--- config.mk ---
export PLATFORM = sky130hd
export DESIGN_NAME = fifo_wr_arbiter
export DESIGN_NICKNAME = d
export VERILOG_FILES = /design/src/rtl/fifo_arb_pkg.sv /design/src/rtl/rr_pick.sv /design/src/rtl/fifo_wr_arbiter.sv
export SDC_FILE = /design/constraint.sdc
export NUM_CORES = 1
export LEC_CHECK = 0
export BUFFER_PORTS_ARGS = -buffer_cell sky130_fd_sc_hd__buf_2
export CAP_MARGIN = 5
export CORE_MARGIN = 1
export CORE_UTILIZATION = 47
export CTS_CLUSTER_DIAMETER = 60
export DETAILED_ROUTE_END_ITERATION = 8
export GPL_ROUTABILITY_DRIVEN = 1
export PLACE_DENSITY_LB_ADDON = 0.15
export SKIP_CTS_REPAIR_TIMING = 1
export SYNTH_ARGS = -nofsm -noshare
export SYNTH_HDL_FRONTEND = slang
export SYNTH_SLANG_ARGS = --single-unit
--- constraint.sdc ---
create_clock -name clk -period 5.7 [get_ports clk]
set_input_delay 0.855 -clock clk [delete_from_list [all_inputs] [get_ports clk]]
set_output_delay 0.855 -clock clk [all_outputs]
set_load 0.01 [all_outputs]
--- src/rtl/fifo_arb_pkg.sv ---
// Shared definitions for the FIFO write-port arbiter.
//   - arb_state_e : arbiter FSM states
//   - Def*        : default parameter values
//   - rr_next     : modulo increment of the round-robin pointer
package fifo_arb_pkg;

   typedef enum logic [0:0] {
      StIdle = 1'b0,
      StBusy = 1'b1
   } arb_state_e;

   localparam int unsigned DefNumReq = 4;
   localparam int unsigned DefDataW  = 8;
   localparam int unsigned DefCntW   = 16;

   // Next round-robin start position: (ptr + 1) mod n, for ptr < n.
   function automatic int unsigned rr_next(input int unsigned ptr, input int unsigned n);
      return (ptr + 1 >= n) ? 32'd0 : ptr + 1;
   endfunction

endpackage

--- src/rtl/rr_pick.sv ---
// Combinational rotating-priority picker.
//   req   : request vector
//   base  : index with highest priority; search runs upward and wraps
//   gnt   : one-hot pick (zero when nothing requested)
//   found : any request present
module rr_pick #(
   parameter int unsigned N     = 4,
   parameter int unsigned PTR_W = 2
) (
   input  logic [N-1:0]     req,
   input  logic [PTR_W-1:0] base,
   output logic [N-1:0]     gnt,
   output logic             found
);

   always_comb begin
      int unsigned      idx;
      logic [PTR_W-1:0] sel;
      gnt   = '0;
      found = 1'b0;
      idx   = 0;
      sel   = '0;
      for (int unsigned i = 0; i < N; i++) begin
         // base < N, so a single subtraction is enough to wrap
         idx = 32'(base) + i;
         if (idx >= N) idx = idx - N;
         sel = PTR_W'(idx);
         if (!found && req[sel]) begin
            gnt[sel] = 1'b1;
            found    = 1'b1;
         end
      end
   end

endmodule

--- src/rtl/fifo_wr_arbiter.sv ---
// Round-robin, packet-locked arbiter sharing one FIFO write port among NUM_REQ
// requesters. A grant is held until the owner's last beat is written; the
// write path (data mux, strobe, ready) is combinational from the granted input.
//
// Ports:
//   clk, rst      : clock, asynchronous active-high reset
//   req_valid_i   : per-requester beat valid
//   req_data_i    : per-requester beat, requester k at [k*DATA_W +: DATA_W]
//   req_last_i    : final beat of a packet
//   req_ready_o   : beat accepted this cycle when ANDed with valid
//   fifo_full_i   : FIFO full flag
//   fifo_wr_en_o  : FIFO write strobe
//   fifo_data_o   : FIFO write data
//   grant_o       : one-hot current owner, zero when idle
//   busy_o        : a packet is in progress
// Optional (FIFO_WR_ARBITER_STATS_EN defined):
//   stats_clr_i   : synchronous clear of all packet counters
//   pkt_cnt_o     : per-requester saturating packet counts, CNT_W bits each
module fifo_wr_arbiter
   import fifo_arb_pkg::*;
#(
   parameter int unsigned NUM_REQ = DefNumReq,
   parameter int unsigned DATA_W  = DefDataW,
   parameter int unsigned CNT_W   = DefCntW
) (
   input  logic                      clk,
   input  logic                      rst,
   input  logic [NUM_REQ-1:0]        req_valid_i,
   input  logic [NUM_REQ*DATA_W-1:0] req_data_i,
   input  logic [NUM_REQ-1:0]        req_last_i,
   output logic [NUM_REQ-1:0]        req_ready_o,
   input  logic                      fifo_full_i,
   output logic                      fifo_wr_en_o,
   output logic [DATA_W-1:0]         fifo_data_o,
   output logic [NUM_REQ-1:0]        grant_o,
   output logic                      busy_o
`ifdef FIFO_WR_ARBITER_STATS_EN
   ,
   input  logic                      stats_clr_i,
   output logic [NUM_REQ*CNT_W-1:0]  pkt_cnt_o
`endif
);

   localparam int unsigned PTR_W = $clog2(NUM_REQ);

   arb_state_e         state_q, state_d;
   logic [PTR_W-1:0]   rr_ptr_q, rr_ptr_d;
   logic [NUM_REQ-1:0] grant_q, grant_d;
   logic [NUM_REQ-1:0] pick_gnt;
   logic               pick_found;
   logic [PTR_W-1:0]   gnt_idx;
   logic               wr_en;

   rr_pick #(
      .N     (NUM_REQ),
      .PTR_W (PTR_W)
   ) u_rr_pick (
      .req   (req_valid_i),
      .base  (rr_ptr_q),
      .gnt   (pick_gnt),
      .found (pick_found)
   );

   // One-hot grant to index; zero grant maps to index 0 but is only used in StBusy.
   always_comb begin
      gnt_idx = '0;
      for (int unsigned i = 0; i < NUM_REQ; i++) begin
         if (grant_q[i]) gnt_idx = PTR_W'(i);
      end
   end

   always_comb begin
      state_d      = state_q;
      rr_ptr_d     = rr_ptr_q;
      grant_d      = grant_q;
      req_ready_o  = '0;
      wr_en        = 1'b0;
      fifo_data_o  = '0;
      unique case (state_q)
         StIdle: begin
            if (pick_found) begin
               grant_d = pick_gnt;
               state_d = StBusy;
            end
         end
         StBusy: begin
            req_ready_o = grant_q & {NUM_REQ{~fifo_full_i}};
            fifo_data_o = req_data_i[32'(gnt_idx)*DATA_W +: DATA_W];
            wr_en       = req_valid_i[gnt_idx] & ~fifo_full_i;
            if (wr_en && req_last_i[gnt_idx]) begin
               rr_ptr_d = PTR_W'(rr_next(32'(gnt_idx), NUM_REQ));
               grant_d  = '0;
               state_d  = StIdle;
            end
         end
         default: state_d = StIdle;
      endcase
   end

   always_ff @(posedge clk or posedge rst) begin
      if (rst) begin
         state_q  <= StIdle;
         rr_ptr_q <= '0;
         grant_q  <= '0;
      end else begin
         state_q  <= state_d;
         rr_ptr_q <= rr_ptr_d;
         grant_q  <= grant_d;
      end
   end

   assign fifo_wr_en_o = wr_en;
   assign grant_o      = grant_q;
   assign busy_o       = (state_q == StBusy);

`ifdef FIFO_WR_ARBITER_STATS_EN
   logic last_wr;
   assign last_wr = wr_en & req_last_i[gnt_idx];

   for (genvar k = 0; k < NUM_REQ; k++) begin : g_cnt
      logic [CNT_W-1:0] cnt_q;
      always_ff @(posedge clk or posedge rst) begin
         if (rst) begin
            cnt_q <= '0;
         end else if (stats_clr_i) begin
            cnt_q <= '0;
         end else if (last_wr && grant_q[k] && (cnt_q != '1)) begin
            cnt_q <= cnt_q + 1'b1;
         end
      end
      assign pkt_cnt_o[k*CNT_W +: CNT_W] = cnt_q;
   end
`endif

   a_grant_onehot0: assert property (@(posedge clk) disable iff (rst) $onehot0(grant_q));
   a_no_wr_when_full: assert property (@(posedge clk) disable iff (rst)
                                       !(wr_en && fifo_full_i));

endmodule

==> impl_metrics.tcl, run 1 <==
set metrics [dict create \
    synth_area_leaders "dfrtp_1 17%, mux2i_1 11%, o21ai_0 9.6%" \
    critPathKind "reg -> out" \
    grt_setup_unrepaired "no" \
    crit_family "flip-flops" \
    h-tree-depth 1 \
    synth_top_area_share_pct 16.8 \
    end_kind "primary output" \
    synthesis.area_um2 1040 \
    start_util_pct 51.7 \
    hpwlAfterDp_mm 2.18 \
    max_freq_mhz 360 \
    synthDistinctLibCells 38 \
    place_congestion 0.834 \
    die_y_um 49.1 \
    critPathLaunch "grant_o[1]$_DFFE_PP0P_" \
    routed_via_density 5.63 \
    io_buffers 60 \
    fillCellCount 180 \
    ys.flop_type "dfrtp_1" \
    pin_count 61 \
    antenna_found_initial 0 \
    cap_violations 0 \
    multi_input_area_um2 805 \
    worst_pin_slew_ns 0.692 \
    rows 16 \
    period_share_pct 48.8 \
    dieArea_um2 2420 \
    clock-sinks 7 \
    fin_crit_ns 2.78 \
    setup_slack_ns 2.92 \
    reg2reg_slack_ns 3.19 \
    coreArea_um2 2020 \
    post_route_cells_drive_above_1_share_pct 37.1 \
    clock_latency_ns 0.26 \
    overflow 0 \
    worst-path-buf-inv 1 \
    wl_mm 2.87 \
    synth_seq_cells 7 \
    cp.arrival_ns 1.92 \
    min_path_type "in -> async" \
    place_area_um2 1340 \
    final_util_pct 67.4 \
    synth_edf_count 0 \
    cts_root_buf "clkbuf_4" \
    syn_avg_cell_area_um2 7.36 \
    synth_warnings 0 \
    maxSlewHeadroom_pct 53.9 \
    die_x_um 49.1 \
    place_ws_ns 3.07 \
    syn_nets 192 \
    ant_nets 0 \
    worst_ep_required_time_ns 4.85 \
    post_drt_wl_per_cell_um 12.8 \
    cts.clk_slew.worst_paths_ns 0.05 \
    r2r_start "rr_ptr_q[0]$_DFFE_PP0P_" \
    synth_commonest_cells "26 x nand2_1, 20 x o21ai_0, 12 x mux2i_1" \
    outcome "finished, final reports clean" \
    crit_path_cell_trace "mux2_1 -> o211ai_2 -> a21boi_0 -> buf_2" \
    drcViolationCount 0 \
    insertedDiodeCount 0 \
    critPathMaxStageDelay_ns 0.78 \
    p_leak_uw 0.000650 \
    regArea_um2 175 \
    grt_pass1_vias 1155 \
    synth_seq_area_share_pct 16.8 \
    drt-initial-drc-count 29 \
    syn2layout_area_growth_pct 30.4 \
    skew_ns 0.00182 \
    hold_ws_ns 0.516 \
    peakVddDrop_mv 0.248 \
    syn_inst 142 \
    grt_max_degree 24 \
    grt_pass1_wl_mm 4.85 \
    track_usage_pct 25.8 \
    vias 1262 \
    slowest_stage "dfrtp_1" \
    power.density_nw_per_um2 413 \
    synth_area_leader_cell "dfrtp_1" \
    drv_slew 0 \
    hold_viol 0 \
    async_flop_share_pct 100 \
    reg2reg_depth 7 \
    r2r_end "grant_o[0]$_DFFE_PP0P_" \
    nNetsFinal 248 \
    fin_area_um2 1360 \
    setup_tns_ns 0 \
    cp_max_fo 16 \
    yosysMostFrequentCell "nand2_1" \
    cts_tree "yes" \
    drt_first_pass_iters 4 \
    cts_buffers 3 \
    setup_violations 0 \
    cp-start-kind "flop" \
    clockBufferDepth 2 \
]
==> through the flow <==
step           power [µW]  instances
6_report              563        224
5_1_grt               622        224
4_1_cts               562        224
3_5_place_dp          512        220
3_3_place_gp          501        220
2_1_floorplan         399        142
==> metal layers <==
| metal | vias to the layer above | global-route usage [%] | part of all wire, % |
|---|---|---|---|
| li1 | 626 | - | - |
| met1 | 561 | 30.1 | 44 |
| met2 | 67 | 44.7 | 47 |
| met3 | 8 | 8.10 | 8.2 |
| met4 | 0 | 7.35 | 1.0 |
| met5 | - | 0 | 0 |
==> area by class of cell <==
cell class / instances / share of cell area (%)
inverter: 6 / 1.65
clock buffer: 4 / 1.93
tap: 27 / 2.48
timing repair buffer: 60 / 22.0
multi-input combinational: 120 / 59.0
sequential: 7 / 12.9
==> how the worst max path moves through the flow <==
stage	endpoint	cells after the start
floorplan	fifo_wr_en_o	3
global placement	fifo_wr_en_o	5
detailed placement	fifo_wr_en_o	5
CTS	fifo_wr_en_o	4
global route	fifo_wr_en_o	4
finish	fifo_wr_en_o	4
==> kinds of logic (layout without fill, tap and decap cells) <==
family,count (synthesis),in the layout,synth area share [%]
buffers and inverters,15,70,6.23
AO/OA/AOI/OAI,48,48,30.2
adder cells (fa/ha/maj),7,7,8.38
AND/OR/NAND/NOR,49,49,22.6
multiplexers,16,16,15.8
flip-flops,7,7,16.8
==> registers in the layout, indices dropped and copies added (netlist names) <==
| register | cells |
|---|---|
| rr_ptr_q | 2 |
| grant_o | 4 |
| busy_o | 1 |
==> where the power goes <==
group / switching [µW] / internal (µW)
combinational: 207 / 176
clock: 21.0 / 26.9
sequential: 61.9 / 68.9
==> cells in the final DEF (no fill, tap or decap), drive strengths merged, types with 2 or more instances in the layout <==
cell type  netlist  final
nor3             2      2
o211ai           5      5
a221o            3      3
and2             4      4
a31oi            3      3
clkbuf           4      4
a21oi           11     11
o21ai           21     21
nand2           26     26
mux2i           12     12
inv              6      6
dfrtp            7      7
ha               7      7
mux2             4      4
nor2             5      5
buf              5     60
(Power assumes the default switching activity.)
==> run 2: changes to the inputs <==
--- a/config.mk
+++ b/config.mk
@@ -8,7 +8,7 @@
 export BUFFER_PORTS_ARGS = -buffer_cell sky130_fd_sc_hd__buf_2
 export CAP_MARGIN = 5
 export CORE_MARGIN = 1
-export CORE_UTILIZATION = 47
+export CORE_UTILIZATION = 39
 export CTS_CLUSTER_DIAMETER = 60
 export DETAILED_ROUTE_END_ITERATION = 8
 export GPL_ROUTABILITY_DRIVEN = 1
==> constraint.sdc (replaced) <==
create_clock -name clk -period 2.3 [get_ports clk]
set_input_delay 0.345 -clock clk [delete_from_list [all_inputs] [get_ports clk]]
set_output_delay 0.345 -clock clk [all_outputs]
set_load 0.01 [all_outputs]
==> run 2 against run 1 <==
Sequential share of layout area fell by 0.58 points. Clock power rose by 150%. Clock skew rose by 0.0086 ns. Final area rose by 4.7%. Worst setup slack got worse by 2.7 ns. Die area rose by 20%. Sequential cell count did not move. Sequential power rose by 81%. Register-to-register slack got worse by 3.0 ns. Non-clock buffer count rose by 8. Critical path type unchanged.
==> impl_metrics.tcl, run 2 (same netlist as run 1, synthesis figures left out) <==
set metrics [dict create \
    outcome "finished, final reports clean" \
    met2_usage_pct 34.4 \
    cts_tree "yes" \
    p_leak_uw 0.000690 \
    vias 1294 \
    drt-initial-drc-count 40 \
    coreArea_um2 2500 \
    fin_crit_ns 2.11 \
    clockBufferDepth 2 \
    start_util_pct 41.8 \
    wl_mm 3.01 \
    antenna_found_initial 0 \
    grt_setup_unrepaired "no" \
    power.density_nw_per_um2 1040 \
    overflow 0 \
    worst_pin_slew_ns 0.515 \
    grt_pass1_wl_mm 4.35 \
    setup_tns_ns 0 \
    min_path_type "in -> async" \
    io_buffers 60 \
    cp-start-kind "flop" \
    final_common_cell "buf_2" \
    peakVddDrop_mv 0.672 \
    cp_max_fo 7 \
    ant_nets 0 \
    gr-max-usage-layer "met2" \
    routed_via_density 5.51 \
    period_share_pct 91.7 \
    dieArea_um2 2890 \
    setup_violations 0 \
    cts_buffers 3 \
    final_cell_mix "60 x buf_2, 26 x nand2_1, 20 x o21ai_0" \
    fillCellCount 242 \
    fin_cells 235 \
    maxSlewHeadroom_pct 65.4 \
    clock-sinks 7 \
    grtUsageMet3_pct 2.82 \
    place_ws_ns 0.232 \
    regArea_um2 175 \
    post_drt_wl_per_cell_um 12.8 \
    cap_violations 0 \
    drcViolationCount 0 \
    dpl.cell_count 231 \
    grt_max_degree 14 \
    cts_root_buf "clkbuf_4" \
    use_met1_pct 28.1 \
    multi_input_area_um2 805 \
    pin_count 61 \
    syn2layout_area_growth_pct 36.5 \
    rows 18 \
    critPathKind "reg -> out" \
    skew_ns 0.0104 \
    die_y_um 53.8 \
    worst_ep_required_time_ns 1.96 \
    cp.arrival_ns 1.76 \
    place_congestion 1.02 \
    grt_pass1_vias 984 \
    cts.clk_slew.worst_paths_ns 0.06 \
    h-tree-depth 1 \
    die_x_um 53.8 \
    post_route_cells_drive_above_1_share_pct 39.5 \
    insertedDiodeCount 0 \
    drt_first_pass_iters 4 \
    hold_viol 0 \
    nNetsFinal 256 \
    track_usage_pct 20.6 \
    setup_slack_ns 0.190 \
    drv_slew 0 \
    hpwlAfterDp_mm 2.43 \
    largest_register_ffs 4 \
    final_util_pct 57.1 \
    end_kind "primary output" \
    max_freq_mhz 474 \
    power_uw 1490 \
    clock_latency_ns 0.26 \
]
[run 2: cell types whose count changed in the layout (fill, tap and decap cells not counted), sizes merged]
| cell | previous run | this run |
|---|---|---|
| buf | 60 | 68 |
[run 2: cell type report]
class                   count  area share [%]
multi-input cells         120            56.4
inverters                   6            1.58
flip-flops and latches      7            12.3
clock buffers               4            1.84
repair buffers             68            25.3
well taps                  30            2.63
[run 2: through the flow]
| step | instance area, µm² | hold slack (ns) |
|---|---|---|
| floorplan | 1040 | 0.148 |
| global placement | 1400 | 0.288 |
| detailed placement | 1400 | 0.293 |
| CTS | 1430 | 0.0170 |
| global route | 1430 | 0.0325 |
| finish | 1430 | 0.00400 |
[run 2: final timing paths]
| path | to | from | cells past startpoint | slack (ns) |
|---|---|---|---|---|
| setup / recovery | fifo_data_o[4] | grant_o[1]$_DFFE_PP0P_ | 7 | 0.19 |
| hold / removal | rr_ptr_q[1]$_DFFE_PP0P_ | rst | 2 | 0.004 |
| setup reg to reg | grant_o[0]$_DFFE_PP0P_ | rr_ptr_q[1]$_DFFE_PP0P_ | 7 | 0.19 |
| hold reg to reg | grant_o[0]$_DFFE_PP0P_ | grant_o[0]$_DFFE_PP0P_ | 1 | 0.58 |
| max in group asynchronous | grant_o[0]$_DFFE_PP0P_ | rst | 2 | 2.07 |
| min in group clk | grant_o[3]$_DFFE_PP0P_ | req_last_i[3] | 4 | 0.47 |
[run 2: per-layer routing]
layer	wire length, µm	vias to the layer above
met5	0	-
met4	16	0
met3	249	2
met2	1370	70
met1	1380	580
li1	-	642
[run 2: power by group]
group	switching, µW	internal (µW)	total (µW)
sequential	64.7	172	237
combinational	624	504	1130
clock	52.7	66.7	119
total	742	743	1480
[run 2: critical path, stage by stage, from the launching register on]
cell and delay, ns:
dfrtp_1 0.50, buf_4 0.22, buf_4 0.16, mux2i_1 0.11, o21ai_0 0.14, nand2_1 0.08, a21oi_1 0.15, buf_2 0.15
